[config.mk]
export PLATFORM = sky130hd
export DESIGN_NAME = gelato_register_bank_responder_flat
export DESIGN_NICKNAME = d
export VERILOG_FILES = /design/src/rtl/gelato_register_bank_responder_if.sv /design/src/rtl/gelato_register_bank_responder.sv /design/src/flat_wrapper.sv
export SDC_FILE = /design/constraint.sdc
export NUM_CORES = 2
export LEC_CHECK = 0
export CORE_ASPECT_RATIO = 1.2
export CORE_MARGIN = 3
export CORE_UTILIZATION = 40
export DETAILED_ROUTE_END_ITERATION = 10
export GPL_TIMING_DRIVEN = 1
export SYNTH_ARGS = -nofsm -noshare
export SYNTH_HDL_FRONTEND = slang
export SYNTH_SLANG_ARGS = --single-unit
[constraint.sdc]
create_clock -name clk -period 144.8 [get_ports clk]
set_clock_uncertainty 0.15 [all_clocks]
set_input_delay 28.96 -clock clk [delete_from_list [all_inputs] [get_ports clk]]
set_output_delay 28.96 -clock clk [all_outputs]
set_load 0.03 [all_outputs]
[src/rtl/gelato_register_bank_responder_if.sv]
// Collect request/response and writeback bundle between the operand collector
// (master) and the register bank responder (slave).
interface gelato_register_bank_responder_if #(
    parameter int BANK_NUM       = 4,
    parameter int ENTRY_NUM      = 4,
    parameter int COLLECTOR_SIZE = 8,
    parameter int REG_ADDR_W     = 5,
    parameter int DATA_WIDTH     = 32
);
    localparam int CIDX_W = $clog2(COLLECTOR_SIZE);

    logic                              req_valid;
    logic                              req_ready;
    logic [ENTRY_NUM-1:0]              req_entry_valid;
    logic [ENTRY_NUM*3*REG_ADDR_W-1:0] req_reg_num;
    logic [ENTRY_NUM*3-1:0]            req_reg_valid;
    logic [ENTRY_NUM*CIDX_W-1:0]       req_collector_num;
    logic                              resp_valid;
    logic                              resp_ready;
    logic [BANK_NUM-1:0]               resp_data_valid;
    logic [BANK_NUM*CIDX_W-1:0]        resp_collector_index;
    logic [BANK_NUM*2-1:0]             resp_reg_index;
    logic [BANK_NUM*DATA_WIDTH-1:0]    resp_data;
    logic                              wr_valid;
    logic [REG_ADDR_W-1:0]             wr_addr;
    logic [DATA_WIDTH-1:0]             wr_data;

    modport master (
        output req_valid, req_entry_valid, req_reg_num, req_reg_valid, req_collector_num,
        output resp_ready, wr_valid, wr_addr, wr_data,
        input  req_ready, resp_valid, resp_data_valid, resp_collector_index,
        input  resp_reg_index, resp_data
    );

    modport slave (
        input  req_valid, req_entry_valid, req_reg_num, req_reg_valid, req_collector_num,
        input  resp_ready, wr_valid, wr_addr, wr_data,
        output req_ready, resp_valid, resp_data_valid, resp_collector_index,
        output resp_reg_index, resp_data
    );
endinterface

[src/rtl/gelato_register_bank_responder.sv]
// Banked register file responder: one arbitrated read per bank per collect round.
// Optional macro WRITE_BYPASS_EN forwards a same-cycle write into the ARB read.
module gelato_register_bank_responder #(
    parameter int BANK_NUM       = 4,
    parameter int ENTRY_NUM      = 4,
    parameter int COLLECTOR_SIZE = 8,
    parameter int REG_ADDR_W     = 5,
    parameter int DATA_WIDTH     = 32
) (
    input logic                            clk,
    input logic                            rst,
    input logic                            rdy,
    gelato_register_bank_responder_if.slave bus
);
    localparam int BANK_W = $clog2(BANK_NUM);
    localparam int CIDX_W = $clog2(COLLECTOR_SIZE);
    localparam int ROW_W  = REG_ADDR_W - BANK_W;
    localparam int ROWS   = 1 << ROW_W;
    localparam int OPS    = ENTRY_NUM * 3;

    typedef enum logic [1:0] {
        ST_IDLE = 2'd0,
        ST_ARB  = 2'd1,
        ST_READ = 2'd2,
        ST_RESP = 2'd3
    } state_t;

    state_t                              state_r;
    logic                                req_ready_r;
    logic                                resp_valid_r;
    logic [BANK_NUM-1:0]                 resp_dv_r;
    logic [BANK_NUM-1:0][CIDX_W-1:0]     resp_cidx_r;
    logic [BANK_NUM-1:0][1:0]            resp_ridx_r;
    logic [BANK_NUM-1:0][DATA_WIDTH-1:0] resp_data_r;

    logic [ENTRY_NUM-1:0]                entry_valid_r;
    logic [OPS*REG_ADDR_W-1:0]           reg_num_r;
    logic [OPS-1:0]                      reg_valid_r;
    logic [ENTRY_NUM*CIDX_W-1:0]         cidx_r;

    logic [DATA_WIDTH-1:0]               mem_r [BANK_NUM][ROWS];

    logic [BANK_NUM-1:0]                 grant_s;
    logic [BANK_NUM-1:0][ROW_W-1:0]      grant_row_s;
    logic [BANK_NUM-1:0][CIDX_W-1:0]     grant_cidx_s;
    logic [BANK_NUM-1:0][1:0]            grant_ridx_s;
    logic [REG_ADDR_W-1:0]               cand_addr_s;

    logic [BANK_NUM-1:0]                 rd_hit_r;
    logic [BANK_NUM-1:0][CIDX_W-1:0]     rd_cidx_r;
    logic [BANK_NUM-1:0][1:0]            rd_ridx_r;
    logic [BANK_NUM-1:0][DATA_WIDTH-1:0] rd_data_r;

    logic [BANK_W-1:0]                   wr_bank_s;
    logic [ROW_W-1:0]                    wr_row_s;

    assign wr_bank_s = bus.wr_addr[BANK_W-1:0];
    assign wr_row_s  = bus.wr_addr[REG_ADDR_W-1:BANK_W];

    assign bus.req_ready            = req_ready_r;
    assign bus.resp_valid           = resp_valid_r;
    assign bus.resp_data_valid      = resp_dv_r;
    assign bus.resp_collector_index = resp_cidx_r;
    assign bus.resp_reg_index       = resp_ridx_r;
    assign bus.resp_data            = resp_data_r;

    // Per-bank fixed-priority pick: slot 0 first, operand 1..3 within a slot.
    always_comb begin
        grant_s      = {BANK_NUM{1'b0}};
        grant_row_s  = '0;
        grant_cidx_s = '0;
        grant_ridx_s = '0;
        cand_addr_s  = {REG_ADDR_W{1'b0}};
        for (int b = 0; b < BANK_NUM; b++) begin
            for (int e = 0; e < ENTRY_NUM; e++) begin
                for (int r = 0; r < 3; r++) begin
                    cand_addr_s = reg_num_r[(e*3+r)*REG_ADDR_W +: REG_ADDR_W];
                    if (!grant_s[b] && entry_valid_r[e] && reg_valid_r[e*3+r] &&
                        (cand_addr_s[BANK_W-1:0] == BANK_W'(b))) begin
                        grant_s[b]      = 1'b1;
                        grant_row_s[b]  = cand_addr_s[REG_ADDR_W-1:BANK_W];
                        grant_cidx_s[b] = cidx_r[e*CIDX_W +: CIDX_W];
                        grant_ridx_s[b] = 2'(r + 1);
                    end else begin
                        grant_s[b] = grant_s[b];
                    end
                end
            end
        end
    end

    // Register file contents and the writeback port.
    always_ff @(posedge clk or posedge rst) begin
        if (rst) begin
            for (int b = 0; b < BANK_NUM; b++) begin
                for (int i = 0; i < ROWS; i++) begin
                    mem_r[b][i] <= {DATA_WIDTH{1'b0}};
                end
            end
        end else if (rdy && bus.wr_valid) begin
            mem_r[wr_bank_s][wr_row_s] <= bus.wr_data;
        end
    end

    // Round sequencer: latch request, arbitrate and read, present, await accept.
    always_ff @(posedge clk or posedge rst) begin
        if (rst) begin
            state_r       <= ST_IDLE;
            req_ready_r   <= 1'b1;
            resp_valid_r  <= 1'b0;
            resp_dv_r     <= {BANK_NUM{1'b0}};
            resp_cidx_r   <= '0;
            resp_ridx_r   <= '0;
            resp_data_r   <= '0;
            entry_valid_r <= {ENTRY_NUM{1'b0}};
            reg_num_r     <= {(OPS*REG_ADDR_W){1'b0}};
            reg_valid_r   <= {OPS{1'b0}};
            cidx_r        <= {(ENTRY_NUM*CIDX_W){1'b0}};
            rd_hit_r      <= {BANK_NUM{1'b0}};
            rd_cidx_r     <= '0;
            rd_ridx_r     <= '0;
            rd_data_r     <= '0;
        end else if (rdy) begin
            case (state_r)
                ST_IDLE: begin
                    if (bus.req_valid && req_ready_r) begin
                        entry_valid_r <= bus.req_entry_valid;
                        reg_num_r     <= bus.req_reg_num;
                        reg_valid_r   <= bus.req_reg_valid;
                        cidx_r        <= bus.req_collector_num;
                        req_ready_r   <= 1'b0;
                        state_r       <= ST_ARB;
                    end
                end
                ST_ARB: begin
                    for (int b = 0; b < BANK_NUM; b++) begin
                        rd_hit_r[b]  <= grant_s[b];
                        rd_cidx_r[b] <= grant_cidx_s[b];
                        rd_ridx_r[b] <= grant_ridx_s[b];
                        if (!grant_s[b]) begin
                            rd_data_r[b] <= {DATA_WIDTH{1'b0}};
`ifdef WRITE_BYPASS_EN
                        end else if (bus.wr_valid && (wr_bank_s == BANK_W'(b)) &&
                                     (wr_row_s == grant_row_s[b])) begin
                            rd_data_r[b] <= bus.wr_data;
`endif
                        end else begin
                            rd_data_r[b] <= mem_r[b][grant_row_s[b]];
                        end
                    end
                    state_r <= ST_READ;
                end
                ST_READ: begin
                    resp_dv_r    <= rd_hit_r;
                    resp_cidx_r  <= rd_cidx_r;
                    resp_ridx_r  <= rd_ridx_r;
                    resp_data_r  <= rd_data_r;
                    resp_valid_r <= 1'b1;
                    state_r      <= ST_RESP;
                end
                ST_RESP: begin
                    if (bus.resp_ready) begin
                        resp_valid_r <= 1'b0;
                        req_ready_r  <= 1'b1;
                        state_r      <= ST_IDLE;
                    end
                end
                default: begin
                    resp_valid_r <= 1'b0;
                    req_ready_r  <= 1'b1;
                    state_r      <= ST_IDLE;
                end
            endcase
        end
    end
endmodule

[src/flat_wrapper.sv]
// flat-port wrapper written by rule: the top's interface ports become plain ports
module gelato_register_bank_responder_flat 
#(
    parameter int BANK_NUM       = 4,
    parameter int ENTRY_NUM      = 4,
    parameter int COLLECTOR_SIZE = 8,
    parameter int REG_ADDR_W     = 5,
    parameter int DATA_WIDTH     = 32
)
  (clk, rst, rdy, bus_req_valid, bus_req_entry_valid, bus_req_reg_num, bus_req_reg_valid, bus_req_collector_num, bus_resp_ready, bus_wr_valid, bus_wr_addr, bus_wr_data, bus_req_ready, bus_resp_valid, bus_resp_data_valid, bus_resp_collector_index, bus_resp_reg_index, bus_resp_data);
  gelato_register_bank_responder_if #(.BANK_NUM(BANK_NUM), .ENTRY_NUM(ENTRY_NUM), .COLLECTOR_SIZE(COLLECTOR_SIZE), .REG_ADDR_W(REG_ADDR_W), .DATA_WIDTH(DATA_WIDTH)) bus_i ();
  input logic clk;
  input logic rst;
  input logic rdy;
  input wire logic [$bits(bus_i.req_valid)-1:0] bus_req_valid;
  input wire logic [$bits(bus_i.req_entry_valid)-1:0] bus_req_entry_valid;
  input wire logic [$bits(bus_i.req_reg_num)-1:0] bus_req_reg_num;
  input wire logic [$bits(bus_i.req_reg_valid)-1:0] bus_req_reg_valid;
  input wire logic [$bits(bus_i.req_collector_num)-1:0] bus_req_collector_num;
  input wire logic [$bits(bus_i.resp_ready)-1:0] bus_resp_ready;
  input wire logic [$bits(bus_i.wr_valid)-1:0] bus_wr_valid;
  input wire logic [$bits(bus_i.wr_addr)-1:0] bus_wr_addr;
  input wire logic [$bits(bus_i.wr_data)-1:0] bus_wr_data;
  output wire logic [$bits(bus_i.req_ready)-1:0] bus_req_ready;
  output wire logic [$bits(bus_i.resp_valid)-1:0] bus_resp_valid;
  output wire logic [$bits(bus_i.resp_data_valid)-1:0] bus_resp_data_valid;
  output wire logic [$bits(bus_i.resp_collector_index)-1:0] bus_resp_collector_index;
  output wire logic [$bits(bus_i.resp_reg_index)-1:0] bus_resp_reg_index;
  output wire logic [$bits(bus_i.resp_data)-1:0] bus_resp_data;
  assign bus_i.req_valid = bus_req_valid;
  assign bus_i.req_entry_valid = bus_req_entry_valid;
  assign bus_i.req_reg_num = bus_req_reg_num;
  assign bus_i.req_reg_valid = bus_req_reg_valid;
  assign bus_i.req_collector_num = bus_req_collector_num;
  assign bus_i.resp_ready = bus_resp_ready;
  assign bus_i.wr_valid = bus_wr_valid;
  assign bus_i.wr_addr = bus_wr_addr;
  assign bus_i.wr_data = bus_wr_data;
  assign bus_req_ready = bus_i.req_ready;
  assign bus_resp_valid = bus_i.resp_valid;
  assign bus_resp_data_valid = bus_i.resp_data_valid;
  assign bus_resp_collector_index = bus_i.resp_collector_index;
  assign bus_resp_reg_index = bus_i.resp_reg_index;
  assign bus_resp_data = bus_i.resp_data;
  gelato_register_bank_responder #(.BANK_NUM(BANK_NUM), .ENTRY_NUM(ENTRY_NUM), .COLLECTOR_SIZE(COLLECTOR_SIZE), .REG_ADDR_W(REG_ADDR_W), .DATA_WIDTH(DATA_WIDTH)) u_core (.clk(clk), .rst(rst), .rdy(rdy), .bus(bus_i));
endmodule
# == After elaboration in Yosys (flattened, before gate mapping) ==
# Cells that the tools add are included.
# totals
register_bits,1420
in_bits,131
word_cells,547
# classes
bitwise_logic,6
muxes,221
n_lt_le_gt_ge,8
n_eq_ne,41
n_reduce_logical,206
# op_table
cell,n
$bwmux 1024,1
$demux 256 s2,1
$mux 32,13
$bmux 32 s3,4
$mux 3,96
$mux 256,1
$logic_and 1x1->1,141
$demux 32 s3,1
$mux 2,46
$mux 1,55
$eq 2x2->1 const B,26
$logic_not 1->1,44
$eq 2x1->1 const B,13
$logic_not 2->1,13
$ge 4x4->1 const B,5
$not 3->4,5
$reduce_and 3->1,3
$pmux 2 s4,1
$lt 4x1->1 const B,1
$pmux 1 s2,2
$reduce_and 2->1,2
$reduce_and 4->1,1
$reduce_bool 2->1,2
$ge 3x3->1 const B,1
4 further kinds,4

# == Longest topological paths before layout ==
# logic_depth
depth_word,63
mapped_depth,15
depth_no_buf,9

# == Worst setup path before layout ==
# OpenSTA, ideal clock, no wires.
# synth_path
kind,input port to flip-flop
from,in rdy
to,reg u_core.mem_r[896] (netlist name)
setup_slack_ps,113866
t_required_ps,144525
t_arrival_ps,30659
path_buffers,2
stages,6
setup_ps,125
path_cell_list,clkbuf_1 nand2_1 or3_1 nor2_1 clkbuf_1 mux2_2
# synth_via
elab_chain_len,1
# synth_lines
item,line,source
"start, declared",flat_wrapper.sv:14,input logic rdy;
$logic_and 1x1->1,gelato_register_bank_responder.sv:100,end else if (rdy && bus.wr_valid) begin
"end signal, assigned by index",gelato_register_bank_responder.sv:97,mem_r[b][i] <= {DATA_WIDTH{1'b0}};
"end signal, assigned by index",gelato_register_bank_responder.sv:101,mem_r[wr_bank_s][wr_row_s] <= bus.wr_data;
"end, declared",gelato_register_bank_responder.sv:41,logic [DATA_WIDTH-1:0] mem_r [BANK_NUM][ROWS];
# Every way passes these cells.
# A chain may end at the register's enable or synchronous reset.

==> flow_summary.yaml <==
die:
  die-area_sq_um: 167000
  core_sq_um: 161000
  num_rows: 161
  dieHeight_um: 446
  start_util_pct: 40.3
  io_pins: 285
  fp.dieW_um: 373
pwr:
  seqPwrFrac_pct: 35.6
  power_density_nw_per_um2: 21.0
  p_comb_share_pct: 40.2
  power.switching_mw: 0.604
  clkPwrFrac_pct: 24.2
  internal_power_mw: 0.961
  p_leak_nw: 34.8
  peakVddDrop_mv: 0.0409
  swShare_pct: 38.6
synth:
  syn-cell-area_sq_um: 64700
  synth_edf_count: 0
  synth_warnings: 0
  synthCells: 4927
  ys_types: 76
  syn-mean-instance-area_sq_um: 13.1
  syn_nets: 5063
  ys_async_sr_fraction_pct: 100
  synth_seq_area_share_pct: 55.0
  synth-seq-cells: 1420
  synth_ff_type: "dfrtp_1"
routing:
  route.detailed.drc: 0
  vias_per_cell: 5.77
  drt-total-wl_um: 187000
  wire_per_inst_um: 25.5
  drt_iter0_drc: 3337
  first_pass_iters: 8
  via_count: 42200
  ant_nets: 0
sta:
  rsz0062_at_grt: "no"
  worstMarginPinSlew_ns: 1.42
  hold_viol: 0
  fmax_mhz: 29.6
  slew_viol_final: 0
  maxSlewHeadroom_pct: 5.27
  hold_ws_ns: 0.318
  fin_setup_tns_ns: 0
  fin_crit_sh_pct: 23.3
  post-route-min-period_ns: 33.75
  finalSetupViolCount: 0
worst_setup_path:
  cp.required_ns: 145.49
  path_cells: "clkdlybuf4s50_1, inv_8, buf_4, buf_4, buf_4, buf_4, buf_4"
  cp.arrival_ns: 34.44
  path_class: "in -> async"
  startpoint_type: "input port"
  slowest_delay_ns: 0.88
  crit_slowest_cell: "buf_4"
  cp-end-kind: "async pin"
  crit_top_cell: "buf_4"
  cp_max_fo: 113
run_status:
  status: "finished clean"
clock_network:
  cts_root_buffer: "clkbuf_16"
  cts_tree: "done"
  numCtsBuffers: 150
  post_cts_buffers: 0
  cts_buffer_depth: 3
  clk_pin_slew_ns: 0.06
  cts_sinks: 1420
  htree_levels: 4
  cts_resized: 0
  clkLatencyLatePin_ns: 0.80
  cts_hold_buf: 0
cells_and_area:
  layout-drive-gt1-share_pct: 34.7
  fin_util_pct: 46.4
  area_growth_pct: 15.3
  num-nets-final: 5209
  instances_no_fill: 7308
  postLayoutCellArea_sq_um: 74600
global_routing:
  antenna_found_initial: 11
  track_usage_pct: 22.1
  gr-usage-met2_pct: 36.7
  grt-ovfl-total: 0
  grt.busiest_layer: "met2"
  grt_util_met1_pct: 29.7
  grt_pass1_vias: 43000
  grt_pass1_wl_um: 281000
  grt_use_met3_pct: 3.45
  grt_max_degree: 172
worst_hold_path:
  hp-class: "reg -> reg"
placed_design:
  place.port_buffers: 284
  hpwl_um: 111000
  gp_congestion: 0.945
  dp.cells: 7040
  place_area_sq_um: 69700
run:
  max_cap_violations: 0
worst max-delay path, delay by kind of cell:
family	cells	cell delay (ns)
buf+inv	7	5.12
power by group through the flow:
| stage | Sequential (mW) | Combinational [mW] | Clock [mW] |
|---|---|---|---|
| floorplan | 0.564 | 0.424 | 0 |
| global placement | 0.561 | 0.626 | 0 |
| detailed placement | 0.563 | 0.630 | 0 |
| CTS | 0.557 | 0.632 | 0.388 |
| global route | 0.568 | 0.672 | 0.403 |
| finish | 0.558 | 0.629 | 0.378 |
state kept, by name, indices dropped and copies added, names as in the netlist, 12 cells and up:
register / count
u_core.bus.resp_collector_index: 12
u_core.bus.resp_data: 128
u_core.cidx_r: 12
u_core.mem_r: 1024
u_core.rd_cidx_r: 12
u_core.rd_data_r: 128
u_core.reg_num_r: 60
u_core.reg_valid_r: 12
path summary, 6_finish.rpt:
kind	startpoint	cells past startpoint	slack, ns	to
max in group clk	rdy	9	111.86	u_core.rd_data_r[47]
min	u_core.rd_hit_r[0]	1	0.32	u_core.rd_hit_r[0]
min in group asynchronous	rst	2	28.55	u_core.bus.resp_data[90]
max reg2reg	u_core.entry_valid_r[0]	10	138.72	u_core.rd_data_r[109]
min reg2reg	u_core.rd_hit_r[0]	1	0.32	u_core.rd_hit_r[0]
max	rst	7	111.05	u_core.rd_data_r[25]
layer usage:
| metal | vias up | wire length [um] |
|---|---|---|
| li1 | 18500 | - |
| met1 | 22300 | 82400 |
| met2 | 1132 | 89200 |
| met3 | 288 | 9370 |
| met4 | 6 | 5490 |
| met5 | - | 41 |
layout by cell type, fill, tap and decap left out, types with 11 or more instances in the layout:
cell type        instances
o31ai_1                 32
nor3_1                  22
a31oi_1                 25
nand3_1                 60
a211o_1                 31
o22ai_1                 71
buf_4                  120
nor2_1                 113
and4b_1                 19
a31o_2                  32
a21o_1                  35
inv_1                   42
o21ai_0                 57
mux2i_1                358
nor4bb_1                41
dfrtp_1               1419
a221o_1                 35
mux2_2                1363
clkbuf_1                44
nand2_1                284
clkdlybuf4s50_1        283
nand2_2                 13
a211oi_1                11
a221oi_1                41
clkbuf_16              151
a222oi_1                74
a21oi_1                101
nor2_4                  17
a311oi_1                33
clkbuf_8                38
nand4b_1                23
nand4_1                 16
Yosys cell counts, types with 33 or more instances:
| cell type | count | area (sq um) |
|---|---|---|
| a221o_1 | 35 | 350 |
| a31o_2 | 33 | 289 |
| nand2_1 | 299 | 1120 |
| inv_1 | 43 | 161 |
| buf_1 | 58 | 218 |
| o21ai_0 | 57 | 285 |
| a311oi_1 | 33 | 289 |
| mux2_2 | 1363 | 15300 |
| mux2i_1 | 358 | 3580 |
| nor4bb_1 | 41 | 410 |
| nand3_1 | 60 | 300 |
| a222oi_1 | 74 | 741 |
| o22ai_1 | 72 | 450 |
| buf_2 | 48 | 240 |
| nor2_1 | 133 | 499 |
| a21oi_1 | 101 | 505 |
| a21o_1 | 35 | 263 |
| a221oi_1 | 41 | 359 |
| clkbuf_1 | 285 | 1070 |
| o31ai_1 | 33 | 248 |
| dfrtp_1 | 1419 | 35500 |
kinds of logic after synthesis:
group                      synth area share [%]
muxes                                      29.3
DFF                                        55.0
and+or+nand+nor                            5.47
AOI/OAI and AO/OA                          7.30
buffers and inverters                      2.90
adders and majority gates                0.0967
area by class of cell:
type	instances	area [sq um]
Fill cell	14500	86000
Sequential cell	1420	35500
Multi-Input combinational cell	3050	27600
Clock buffer	233	4470
Timing Repair Buffer	407	3800
Tap cell	2119	2650
Clock inverter	27	345
Inverter	44	173
Antenna cell	8	20.0
metrics by stage:
| stage | power (mW) | worst slack [ns] |
|---|---|---|
| after detailed placement | 1.19 | 110.05 |
| after global placement | 1.19 | 110.13 |
| after CTS | 1.58 | 110.88 |
| after global routing | 1.64 | 110.25 |
| final | 1.57 | 111.05 |
| after floorplan | 0.988 | 75.65 |
Power figures use the tool's default switching activity.
